### config.mk
export PLATFORM = sky130hd
export DESIGN_NAME = id_ex_stage
export DESIGN_NICKNAME = d
export VERILOG_FILES = /design/src/rtl/cpu_pkg.sv /design/src/rtl/fwd_mux.sv /design/src/rtl/id_ex_stage.sv
export SDC_FILE = /design/constraint.sdc
export NUM_CORES = 1
export LEC_CHECK = 0
export CAP_MARGIN = 20
export CELL_PAD_IN_SITES_DETAIL_PLACEMENT = 1
export CELL_PAD_IN_SITES_GLOBAL_PLACEMENT = 1
export CORE_UTILIZATION = 29
export CTS_CLUSTER_DIAMETER = 40
export DETAILED_ROUTE_END_ITERATION = 12
export PLACE_DENSITY_LB_ADDON = 0.1
export SLEW_MARGIN = 20
export SYNTH_ARGS = -nofsm -noshare
export SYNTH_HDL_FRONTEND = slang
export SYNTH_SLANG_ARGS = --single-unit
### constraint.sdc
create_clock -name clk -period 3.25 [get_ports clk]
set_input_delay 0.65 -clock clk [delete_from_list [all_inputs] [get_ports clk]]
set_output_delay 0.65 -clock clk [all_outputs]
set_load 0.1 [all_outputs]
### src/rtl/cpu_pkg.sv
// cpu_pkg: constants and helpers shared by the ID/EX stage and its forwarding
// muxes.
//   - ALUFun encodings (6-bit). ALU_ADD is 0, so the all-zero bubble encoding
//     is a harmless add.
//   - Operand-select constants for the A and B ALU inputs.
//   - REG_ZERO: the hard-wired zero register. It is never forwarded and never
//     causes a hazard.
package cpu_pkg;

  localparam logic [4:0] REG_ZERO = 5'd0;

  localparam logic ASEL_RS    = 1'b0;
  localparam logic ASEL_SHAMT = 1'b1;
  localparam logic BSEL_RT    = 1'b0;
  localparam logic BSEL_IMM   = 1'b1;

  typedef enum logic [5:0] {
    ALU_ADD = 6'b000000,
    ALU_SUB = 6'b000001,
    ALU_AND = 6'b011000,
    ALU_OR  = 6'b011110,
    ALU_XOR = 6'b010110,
    ALU_NOR = 6'b010001,
    ALU_A   = 6'b011010,
    ALU_SLL = 6'b100000,
    ALU_SRL = 6'b100001,
    ALU_SRA = 6'b100011,
    ALU_EQ  = 6'b110011,
    ALU_NEQ = 6'b110001,
    ALU_LT  = 6'b110101
  } alufun_e;

  localparam logic [5:0] ALUFUN_BUBBLE = 6'(ALU_ADD);

  // Producer (we, rd) writes the register that src names.
  function automatic logic fwd_hit(input logic we, input logic [4:0] rd,
                                   input logic [4:0] src);
    return we && (rd != REG_ZERO) && (rd == src);
  endfunction

  // Consumer source (used, src) depends on the producer destination rd.
  function automatic logic src_dep(input logic used, input logic [4:0] src,
                                   input logic [4:0] rd);
    return used && (rd != REG_ZERO) && (src == rd);
  endfunction

endpackage

### src/rtl/fwd_mux.sv
// fwd_mux: selects the freshest value of one source register for the EX stage.
// Priority: EX/MEM producer, then MEM/WB producer, then the data captured from
// the register file. Register 0 never matches.
// Ports:
//   src           source register number held in EX
//   reg_data      register-file data captured with the instruction
//   mem_regwrite  EX/MEM producer write enable
//   mem_rd        EX/MEM producer destination register
//   mem_result    EX/MEM producer result
//   wb_regwrite   MEM/WB producer write enable
//   wb_rd         MEM/WB producer destination register
//   wb_result     MEM/WB producer result
//   value         forwarded operand
module fwd_mux
  import cpu_pkg::*;
#(
  parameter int DATA_W = 32
) (
  input  logic [4:0]        src,
  input  logic [DATA_W-1:0] reg_data,
  input  logic              mem_regwrite,
  input  logic [4:0]        mem_rd,
  input  logic [DATA_W-1:0] mem_result,
  input  logic              wb_regwrite,
  input  logic [4:0]        wb_rd,
  input  logic [DATA_W-1:0] wb_result,
  output logic [DATA_W-1:0] value
);

  always_comb begin
    value = reg_data;
    if (fwd_hit(mem_regwrite, mem_rd, src)) begin
      value = mem_result;
    end else if (fwd_hit(wb_regwrite, wb_rd, src)) begin
      value = wb_result;
    end
  end

endmodule

### src/rtl/id_ex_stage.sv
// id_ex_stage: ID/EX pipeline register with operand forwarding and load-use
// hazard detection.
//
// Build option: define FORWARD_EN to forward from the MEM and WB stages.
//   - With FORWARD_EN, only a load in EX whose destination feeds a used ID
//     source stalls.
//   - Without FORWARD_EN, the captured register data is used as is. ID then
//     stalls on any used source that an in-flight EX or MEM writer targets.
//     A WB writer needs no stall because the register file writes before it
//     reads.
//
// Ports:
//   clk, reset           clock; asynchronous active-low reset
//   id_*                 decoded instruction from ID
//   flush                kill the instruction entering EX
//   mem_regwrite/rd/result, wb_regwrite/rd/result   downstream producers
//   ex_a, ex_b           ALU operands (combinational, forwarded)
//   ex_store_data        forwarded rt value for stores
//   ex_alufun, ex_sign   ALU controls
//   ex_valid, ex_regwrite, ex_memread, ex_memwrite, ex_rd   EX controls
//   id_stall             combinational; ID/IF hold while high
module id_ex_stage
  import cpu_pkg::*;
#(
  parameter int DATA_W = 32
) (
  input  logic              clk,
  input  logic              reset,
  input  logic              id_valid,
  input  logic [4:0]        id_rs,
  input  logic [4:0]        id_rt,
  input  logic              id_use_rs,
  input  logic              id_use_rt,
  input  logic [DATA_W-1:0] id_rs_data,
  input  logic [DATA_W-1:0] id_rt_data,
  input  logic [DATA_W-1:0] id_imm,
  input  logic [4:0]        id_shamt,
  input  logic              id_asel,
  input  logic              id_bsel,
  input  logic [5:0]        id_alufun,
  input  logic              id_sign,
  input  logic [4:0]        id_rd,
  input  logic              id_regwrite,
  input  logic              id_memread,
  input  logic              id_memwrite,
  input  logic              flush,
  input  logic              mem_regwrite,
  input  logic [4:0]        mem_rd,
  input  logic [DATA_W-1:0] mem_result,
  input  logic              wb_regwrite,
  input  logic [4:0]        wb_rd,
  input  logic [DATA_W-1:0] wb_result,
  output logic [DATA_W-1:0] ex_a,
  output logic [DATA_W-1:0] ex_b,
  output logic [5:0]        ex_alufun,
  output logic              ex_sign,
  output logic [DATA_W-1:0] ex_store_data,
  output logic              ex_valid,
  output logic              ex_regwrite,
  output logic              ex_memread,
  output logic              ex_memwrite,
  output logic [4:0]        ex_rd,
  output logic              id_stall
);

`ifdef FORWARD_EN
  localparam logic FWD_ON = 1'b1;
`else
  localparam logic FWD_ON = 1'b0;
`endif

  typedef struct packed {
    logic              valid;
    logic              regwrite;
    logic              memread;
    logic              memwrite;
    logic              sign;
    logic              asel;
    logic              bsel;
    logic [4:0]        rd;
    logic [4:0]        rs;
    logic [4:0]        rt;
    logic [4:0]        shamt;
    logic [5:0]        alufun;
    logic [DATA_W-1:0] rs_data;
    logic [DATA_W-1:0] rt_data;
    logic [DATA_W-1:0] imm;
  } ex_state_t;

  ex_state_t         ex_q;
  ex_state_t         ex_d;
  logic              bubble;
  logic [DATA_W-1:0] fwd_rs;
  logic [DATA_W-1:0] fwd_rt;

  // The ID instruction reads a source that the given producer writes.
  function automatic logic id_reads(input logic [4:0] rd);
    return id_valid && (src_dep(id_use_rs, id_rs, rd) || src_dep(id_use_rt, id_rt, rd));
  endfunction

`ifdef FORWARD_EN
  assign id_stall = ex_q.valid && ex_q.memread && id_reads(ex_q.rd);
`else
  assign id_stall = (ex_q.valid && ex_q.regwrite && id_reads(ex_q.rd)) ||
                    (mem_regwrite && id_reads(mem_rd));
`endif

  // A bubble is a fully cleared EX state. Invalid ID instructions are
  // captured the same way, so bubbles never leak stale controls.
  assign bubble = flush || id_stall || !id_valid;

  always_comb begin
    ex_d = '0;
    if (!bubble) begin
      ex_d.valid    = 1'b1;
      ex_d.regwrite = id_regwrite;
      ex_d.memread  = id_memread;
      ex_d.memwrite = id_memwrite;
      ex_d.sign     = id_sign;
      ex_d.asel     = id_asel;
      ex_d.bsel     = id_bsel;
      ex_d.rd       = id_rd;
      ex_d.rs       = id_rs;
      ex_d.rt       = id_rt;
      ex_d.shamt    = id_shamt;
      ex_d.alufun   = id_alufun;
      ex_d.rs_data  = id_rs_data;
      ex_d.rt_data  = id_rt_data;
      ex_d.imm      = id_imm;
    end else begin
      ex_d.alufun = ALUFUN_BUBBLE;
      ex_d.rd     = REG_ZERO;
    end
  end

  always_ff @(posedge clk or negedge reset) begin
    if (!reset) begin
      ex_q <= '0;
    end else begin
      ex_q <= ex_d;
    end
  end

  // With forwarding disabled the write enables are tied low, so both muxes
  // pass the captured register data straight through.
  fwd_mux #(.DATA_W(DATA_W)) u_fwd_rs (
    .src          (ex_q.rs),
    .reg_data     (ex_q.rs_data),
    .mem_regwrite (mem_regwrite & FWD_ON),
    .mem_rd       (mem_rd),
    .mem_result   (mem_result),
    .wb_regwrite  (wb_regwrite & FWD_ON),
    .wb_rd        (wb_rd),
    .wb_result    (wb_result),
    .value        (fwd_rs)
  );

  fwd_mux #(.DATA_W(DATA_W)) u_fwd_rt (
    .src          (ex_q.rt),
    .reg_data     (ex_q.rt_data),
    .mem_regwrite (mem_regwrite & FWD_ON),
    .mem_rd       (mem_rd),
    .mem_result   (mem_result),
    .wb_regwrite  (wb_regwrite & FWD_ON),
    .wb_rd        (wb_rd),
    .wb_result    (wb_result),
    .value        (fwd_rt)
  );

  assign ex_a          = (ex_q.asel == ASEL_SHAMT) ? {{(DATA_W-5){1'b0}}, ex_q.shamt} : fwd_rs;
  assign ex_b          = (ex_q.bsel == BSEL_IMM) ? ex_q.imm : fwd_rt;
  assign ex_store_data = fwd_rt;
  assign ex_alufun     = ex_q.alufun;
  assign ex_sign       = ex_q.sign;
  assign ex_valid      = ex_q.valid;
  assign ex_regwrite   = ex_q.regwrite;
  assign ex_memread    = ex_q.memread;
  assign ex_memwrite   = ex_q.memwrite;
  assign ex_rd         = ex_q.rd;

endmodule

; Word level (Yosys, flattened, before mapping)
; Index checks and enable logic that the tools add are counted.
[word_totals]
regBits = 119
latch_bits = 0
ram_bits = 0
romBits = 0
input_bits = 210
output_inout_bits = 113
word_cells = 45
n_memories = 0
[op_classes]
n_addsub = 0
multipliers = 0
n_div = 0
order_cmp = 0
eq_ne = 4
shift = 0
mux = 7
n_bitwise = 0
n_reduce_logical = 21
[ops]
columns = op, n
row1 = two-way mux 96 bit, 1
row2 = two-way mux 32 bit, 2
row3 = equality test 5 bit, 4
row4 = logical AND 1 bit, 13
row5 = two-way mux 5 bit, 2
row6 = nonzero test 5 bit, 2
row7 = two-way mux 7 bit, 1
row8 = two-way mux 6 bit, 1
row9 = logical OR 1 bit, 5
row10 = logical NOT 1 bit, 1

; Longest topological paths before layout
; Gate-level depths: netlist of run 1.
[logic_depth]
ltp_word = 10
mapped_depth = 7
ltp_nobuf = 5

; Modules after synthesis
; A second synthesis of run 1 with hierarchy kept.
[hier_totals]
cells_unflattened = 762
area_unflattened_um2 = 7429.6
[by_module_without_submodules]
columns = module, n_inst, cells_per_inst, area_each_um2, seq_area_each_um2
row1 = id_ex_stage, 1, 392, 5094.9, 3228.1
row2 = fwd_mux, 2, 185, 1167.4, 0.0

; Least setup slack after synthesis of run 1
; No wires, ideal clock.
[synth_timing]
path_type = flip-flop to output port
startpoint = reg ex_q (netlist bit ex_regwrite)
endpoint = out id_stall
t_arrival_ns = 2.661
required_time_ns = 2.600
path_slack_ns = -0.061
path_stages_with_launch = 4
path_buffers = 0
path_cell_list = dfrtp_1 -> o311a_1 -> a22oi_1 -> nor2b_1
[synth_via]
elab_chain_len = 3
[synth_lines]
columns = element, line_no
row1 = start: declaration, id_ex_stage.sv:90  ; ex_state_t ex_q;
row2 = start signal: assignment, id_ex_stage.sv:138  ; ex_q <= '0;
row3 = start signal: assignment, id_ex_stage.sv:140  ; ex_q <= ex_d;
row4 = logical AND 1 bit (2 in series), id_ex_stage.sv:104  ; assign id_stall = (ex_q.valid && ex_q.regwrite && id_reads(ex_q.rd)) ||
row5 = logical OR 1 bit, id_ex_stage.sv:104
row6 = end: declaration, id_ex_stage.sv:63  ; output logic id_stall
; No other way between the ends.

; Worst setup path in the final report of run 1
[layout_timing]
startpoint = in mem_rd[1]
endpoint = out id_stall
[layout_via]
elab_chain_len = 7
elab_cells_between_ends = 11
cone_classes = 2 x eq/ne / 9 x reduce/logical
[layout_lines]
columns = element, line_no
row1 = start: declaration, id_ex_stage.sv:48  ; input logic [4:0] mem_rd,
row2 = nonzero test 5 bit, --
row3 = logical AND 1 bit (2 in series), cpu_pkg.sv:44  ; return used && (rd != REG_ZERO) && (src == rd);
row4 = logical OR 1 bit (*), id_ex_stage.sv:98  ; return id_valid && (src_dep(id_use_rs, id_rs, rd) || src_dep(id_use_rt, id_rt, rd));
row5 = logical AND 1 bit (*), id_ex_stage.sv:98
row6 = logical AND 1 bit (*), id_ex_stage.sv:105  ; (mem_regwrite && id_reads(mem_rd));
row7 = logical OR 1 bit (*), id_ex_stage.sv:104
; Every way passes the cells marked *; elsewhere a longest branch is shown, timed or not.

==> flow_summary.ini, run 1 <==
[cts]
holdBufCountCts = 0
cts_tree = yes
cts_resized = 0
post_cts.repair.setup_buffers = 0
cts_buffers = 17
cts-root-buf = clkbuf_16
cts_sinks = 119
clk_latency_ns = 0.41
cts_buffer_depth = 2
clk_pin_slew_worst_paths_ns = 0.05
cts_max_level = 4

[critical_path]
cp_data_required_time_ns = 2.60
max_stage_delay_ns = 0.56
worstPathArrival_ns = 2.40
cp_cell_sequence = clkdlybuf4s50_1 > or4_1 > o21a_1 > a22oi_1 > nor2b_2 > buf_12
startpoint_type = input pin
path_max_fanout = 3
cp_num_buf_inv = 2
crit_type = in -> out
crit_path_end_kind = output port
critPathTopFamily = buffers and inverters
worst_path_max_delay_cell = or4_1

[detailed_routing]
via_per_inst = 4.15
ant_nets = 0
firstDrtPassIters = 4
num_vias = 3515
drc = 0
drt_iter0_markers = 76
wl_per_cell_um = 16.1
routed_wl_um = 13700

[logic_synthesis]
ys_top_cells_by_area = dfrtp_1 (59%), and2_1 (15%), mux2_2 (8.3%)
synth_top_area_cell = dfrtp_1
yosys_warnings = 0
synth-seq-area-share = 0.594
synth.ff_latch_count = 119
synth_top_area_share = 0.594
synth_cell_types = 19
synth_nets = 612
synthesis.area_um2 = 5020
avgSynthCellArea_um2 = 12.5
syn_inst = 402

[finish]
antenna_cells = 0
nFillCells = 1752
final_cells = 848
nNetsFinal = 825
drive_above_1_share = 0.303
post-route-util = 0.491
syn_to_final_growth_pct = 64.2

[floorplanning]
start_util = 0.299
core_area_um2 = 16800
fp-row-count = 47
die_y_um = 134
design.die.area_um2 = 17800
ios = 323
die_w_um = 134

[timing]
worst_slew_pin_slew_ns = 0.604
setup_violations = 0
finalSetupTns_ns = 0
fin_crit_sh = 0.938
min_period_ns = 3.05
skew_ns = 0.00578
slew_violations = 0
slew_headroom = 0.597
fmax_ghz = 0.328
rsz0062_at_grt = no
whs_ns = 0.146
hold_viol_final = 0

[placement]
gp_routability_congestion = 0.720
hpwl_um = 10100
post-place-cells = 816
portBuffers = 252

[flow_run]
maxCapViolations = 0

[pwr]
p_total_w = 0.00448
vdd_drop_max_v = 0.000336
powerDensity_nw_per_um2 = 544
leakage_nw = 3.86

[global_route]
gr-usage-all-layers = 0.164
grt_pass1_wl_um = 21900
grt-ovfl-total = 0
first_global_vias = 4047
grt_max_degree = 94
grt_antenna_before_repair = 0

[run_status]
status = finished, final reports clean

[hold_path]
hold_class = in -> async
[layout by cell type (no fill, tap or decap)]
master / Yosys / final
clkdlybuf4s50_1: 0 / 138
dfrtp_1: 119 / 119
and2_1: 118 / 118
buf_4: 46 / 83
mux2_2: 37 / 37
buf_12: 0 / 36
nor2b_1: 28 / 27
xnor2_1: 20 / 20
clkbuf_16: 0 / 17
clkinvlp_4: 0 / 5
nand4_1: 4 / 4
nand2_1: 4 / 4
clkbuf_8: 0 / 4
bufinv_16: 0 / 3
o22ai_1: 2 / 2
clkinv_2: 0 / 2
or4_1: 1 / 1
o21a_1: 1 / 1
or3_1: 1 / 1
o311a_1: 1 / 1
a22oi_1: 1 / 1
nor2b_2: 0 / 1
nand2b_1: 1 / 1
a221oi_4: 0 / 1
clkinv_4: 0 / 1
[state kept, by name, summed over array words and instances, names as in the netlist]
signal / flops
ex_sign: 1
ex_memwrite: 1
ex_alufun: 6
ex_memread: 1
ex_valid: 1
ex_regwrite: 1
ex_rd: 5
ex_q: 103
[report_power, final]
| group | total (W) | leakage [nW] | internal [W] | switching, W |
|---|---|---|---|---|
| Sequential | 0.00157 | 1.60 | 0.00154 | 0.0000255 |
| Clock | 0.00194 | 0.293 | 0.00128 | 0.000659 |
| Combinational | 0.000970 | 1.97 | 0.000356 | 0.000614 |
| Total | 0.00448 | 3.86 | 0.00318 | 0.00130 |
[logic make-up after synthesis]
logic type / after synthesis / share of synthesized area
XOR/XNOR: 20 / 0.0349
AO/OA/AOI/OAI: 6 / 0.0105
AND/OR/NAND/NOR: 157 / 0.194
flip-flops: 119 / 0.594
multiplexers: 37 / 0.0830
buffers and inverters: 63 / 0.0840
[cell type report]
type	count	area, um^2	share of cell area
Tap cell	220	275	0.0334
Sequential cell	119	2980	0.362
Clock buffer	21	480	0.0583
Multi-Input combinational cell	220	1630	0.198
Clock inverter	11	146	0.0178
Timing Repair Buffer	257	2730	0.331
[path summary, 6_finish.rpt]
path	depth (start not counted)	startpoint	slack, ns	endpoint
hold / removal	1	reset	0.15	ex_q[36]
min in group clk	2	id_rs_data[28]	0.79	ex_q[92]
setup / recovery	6	mem_rd[1]	0.20	id_stall
setup reg to reg	5	ex_rd[2]	1.16	ex_q[57]
hold reg to reg	3	ex_regwrite	0.96	ex_valid
max in group asynchronous	2	reset	2.29	ex_q[26]
[through the flow]
step           cell area [um^2]  setup WS, ns
6_report                   8240         0.202
5_1_grt                    8240        0.0769
4_1_cts                    8240         0.172
3_5_place_dp               7610         0.177
3_3_place_gp               7610         0.184
2_1_floorplan              5020         0.461
[cells in the mapped netlist]
cell,n
o311a_1,1
nand2_1,4
a22oi_1,1
nor2b_1,28
clkbuf_2,10
or3_1,1
xnor2_1,20
dfrtp_1,119
buf_4,46
clkbuf_1,4
nand4_1,4
mux2_2,37
or4_1,1
and2_1,118
buf_1,3
o22ai_1,2
o21a_1,1
a221oi_2,1
nand2b_1,1
[routing by layer]
| metal | wire [um] | share of wire | vias up | GRT usage |
|---|---|---|---|---|
| li1 | - | - | 1653 | - |
| met1 | 5210 | 0.38 | 1689 | 0.183 |
| met2 | 7000 | 0.51 | 150 | 0.276 |
| met3 | 1170 | 0.085 | 23 | 0.0632 |
| met4 | 298 | 0.022 | 0 | 0.0777 |
| met5 | 0 | 0 | - | 0 |
[worst reg2reg max path, delay by kind of cell, from the launching register on]
kind | cells | cell delay [ns]
compound gates | 2 | 0.71
simple gates | 2 | 0.59
buf+inv | 1 | 0.28
flops | 1 | 0.45
(Power assumes the default switching activity.)
==> inputs of run 2 (changes only) <==
--- a/config.mk
+++ b/config.mk
@@ -8,6 +8,7 @@
 export CAP_MARGIN = 20
 export CELL_PAD_IN_SITES_DETAIL_PLACEMENT = 1
 export CELL_PAD_IN_SITES_GLOBAL_PLACEMENT = 1
+export CORE_ASPECT_RATIO = 1.2
 export CORE_UTILIZATION = 29
 export CTS_CLUSTER_DIAMETER = 40
 export DETAILED_ROUTE_END_ITERATION = 12
==> flow_summary.ini, run 2 (synthesis results as in run 1) <==
[pwr]
leakage_nw = 3.85
swShare = 0.298
power_frac_comb = 0.224
powerDensity_nw_per_um2 = 529
vdd_drop_max_v = 0.000294
power.switching_w = 0.00129
power_frac_seq = 0.362
clockPowerShare = 0.414
p_int_w = 0.00303

[global_route]
gr-usage-all-layers = 0.164
grt_antenna_before_repair = 0
grt_pass1_wl_um = 21800
grt-ovfl-total = 0
first_global_vias = 4047
grt_max_degree = 103

[placement]
hpwl_um = 9930
portBuffers = 252
place_worst_setup_slack_ns = 0.209
gp_routability_congestion = 0.758

[critical_path]
cp_data_required_time_ns = 2.60
worstPathArrival_ns = 2.37
startpoint_type = input pin
crit_type = in -> out
crit_path_end_kind = output port
r2r-start = ex_rd[2]
r2r_slack_ns = 1.08
path_max_fanout = 3
r2r_end = ex_q[83]
reg2reg_depth = 5

[timing]
skew_ns = 0.00649
fin_crit_sh = 0.931
finalSetupTns_ns = 0
fmax_ghz = 0.331
slew_headroom = 0.459
rsz0062_at_grt = no
min_period_ns = 3.02
setup_violations = 0
worst_slew_pin_slew_ns = 0.811
hold_viol_final = 0
slew_violations = 0
setup_ws_ns = 0.225

[finish]
regMostFlops = ex_q
mostFrequentLayoutCells = clkdlybuf4s50_1 (138), dfrtp_1 (119), and2_1 (118)
drive_above_1_share = 0.304
nNetsFinal = 828
layout_commonest_cell = clkdlybuf4s50_1
syn_to_final_growth_pct = 62.8
largest_register_ffs = 103
antenna_cells = 0

[floorplanning]
core_area_um2 = 16900
ios = 323
start_util = 0.297
die_w_um = 122
design.die.area_um2 = 17800
fp-row-count = 52
die_y_um = 146

[cts]
cts_max_level = 4
cts_sinks = 119
cts_buffers = 17
cts_tree = yes
post_cts.repair.setup_buffers = 0
cts_resized = 0
clk_latency_ns = 0.41
cts-root-buf = clkbuf_16
cts_buffer_depth = 2
clk_pin_slew_worst_paths_ns = 0.05
holdBufCountCts = 0

[detailed_routing]
drt_iter0_markers = 112
via_per_inst = 4.23
wl_per_cell_um = 16.2
firstDrtPassIters = 4
ant_nets = 0
num_vias = 3576
routed_wl_um = 13700
drc = 0

[run_status]
status = finished, final reports clean

[flow_run]
maxCapViolations = 0

[hold_path]
hold_class = in -> async
-- run 2: metrics by stage --
| stage | cells | hold slack (ns) | area, um^2 | utilization | power, W |
|---|---|---|---|---|---|
| 2_1_floorplan | 402 | 0.354 | 5020 | - | 0.00220 |
| 3_3_place_gp | 815 | 0.795 | 7600 | 0.449 | 0.00256 |
| 3_5_place_dp | 815 | 0.800 | 7600 | 0.449 | 0.00257 |
| 4_1_cts | 845 | 0.358 | 8170 | 0.483 | 0.00440 |
| 5_1_grt | 845 | 0.384 | 8170 | 0.483 | 0.00451 |
| 6_report | 845 | 0.327 | 8170 | 0.483 | 0.00432 |
-- run 2: how the worst max path moves through the flow --
| stage | start | to | slack, ns | cells past startpoint |
|---|---|---|---|---|
| after CTS | mem_rd[2] | id_stall | 0.21 | 6 |
| after floorplan | ex_regwrite | id_stall | 0.46 | 3 |
| after detailed placement | mem_rd[2] | id_stall | 0.21 | 6 |
| final | mem_rd[2] | id_stall | 0.23 | 6 |
| after global routing | mem_rd[0] | id_stall | 0.11 | 7 |
| after global placement | mem_rd[2] | id_stall | 0.21 | 6 |
-- run 2: power groups by stage --
stage | logic, W | clock network (W) | registers [W]
after floorplan | 0.000601 | 0 | 0.00160
final | 0.000968 | 0.00179 | 0.00157
after global placement | 0.000971 | 0 | 0.00159
after CTS | 0.000982 | 0.00185 | 0.00157
after global routing | 0.00101 | 0.00192 | 0.00157
after detailed placement | 0.000979 | 0 | 0.00159
-- run 2: per-layer routing --
| metal | share of wire | global-route usage | routed length [um] | up-vias |
|---|---|---|---|---|
| li1 | - | - | - | 1653 |
| met1 | 0.34 | 0.171 | 4710 | 1757 |
| met2 | 0.54 | 0.289 | 7390 | 150 |
| met3 | 0.10 | 0.0750 | 1400 | 16 |
| met4 | 0.013 | 0.0512 | 175 | 0 |
| met5 | 0 | 0 | 0 | - |
-- run 2: layout make-up --
type,count,area (um^2)
clock buffer,22,494
clock inverter,8,72.6
fill,1759,8750
multi-input combinational,220,1630
sequential,119,2980
tap,216,270
timing repair buffer,260,2720
-- run 2: critical path: stages --
cell and delay [ns]:
clkdlybuf4s50_1 0.49, or4_1 0.53, o21a_1 0.22, a22oi_1 0.22, nor2b_2 0.09, buf_12 0.17
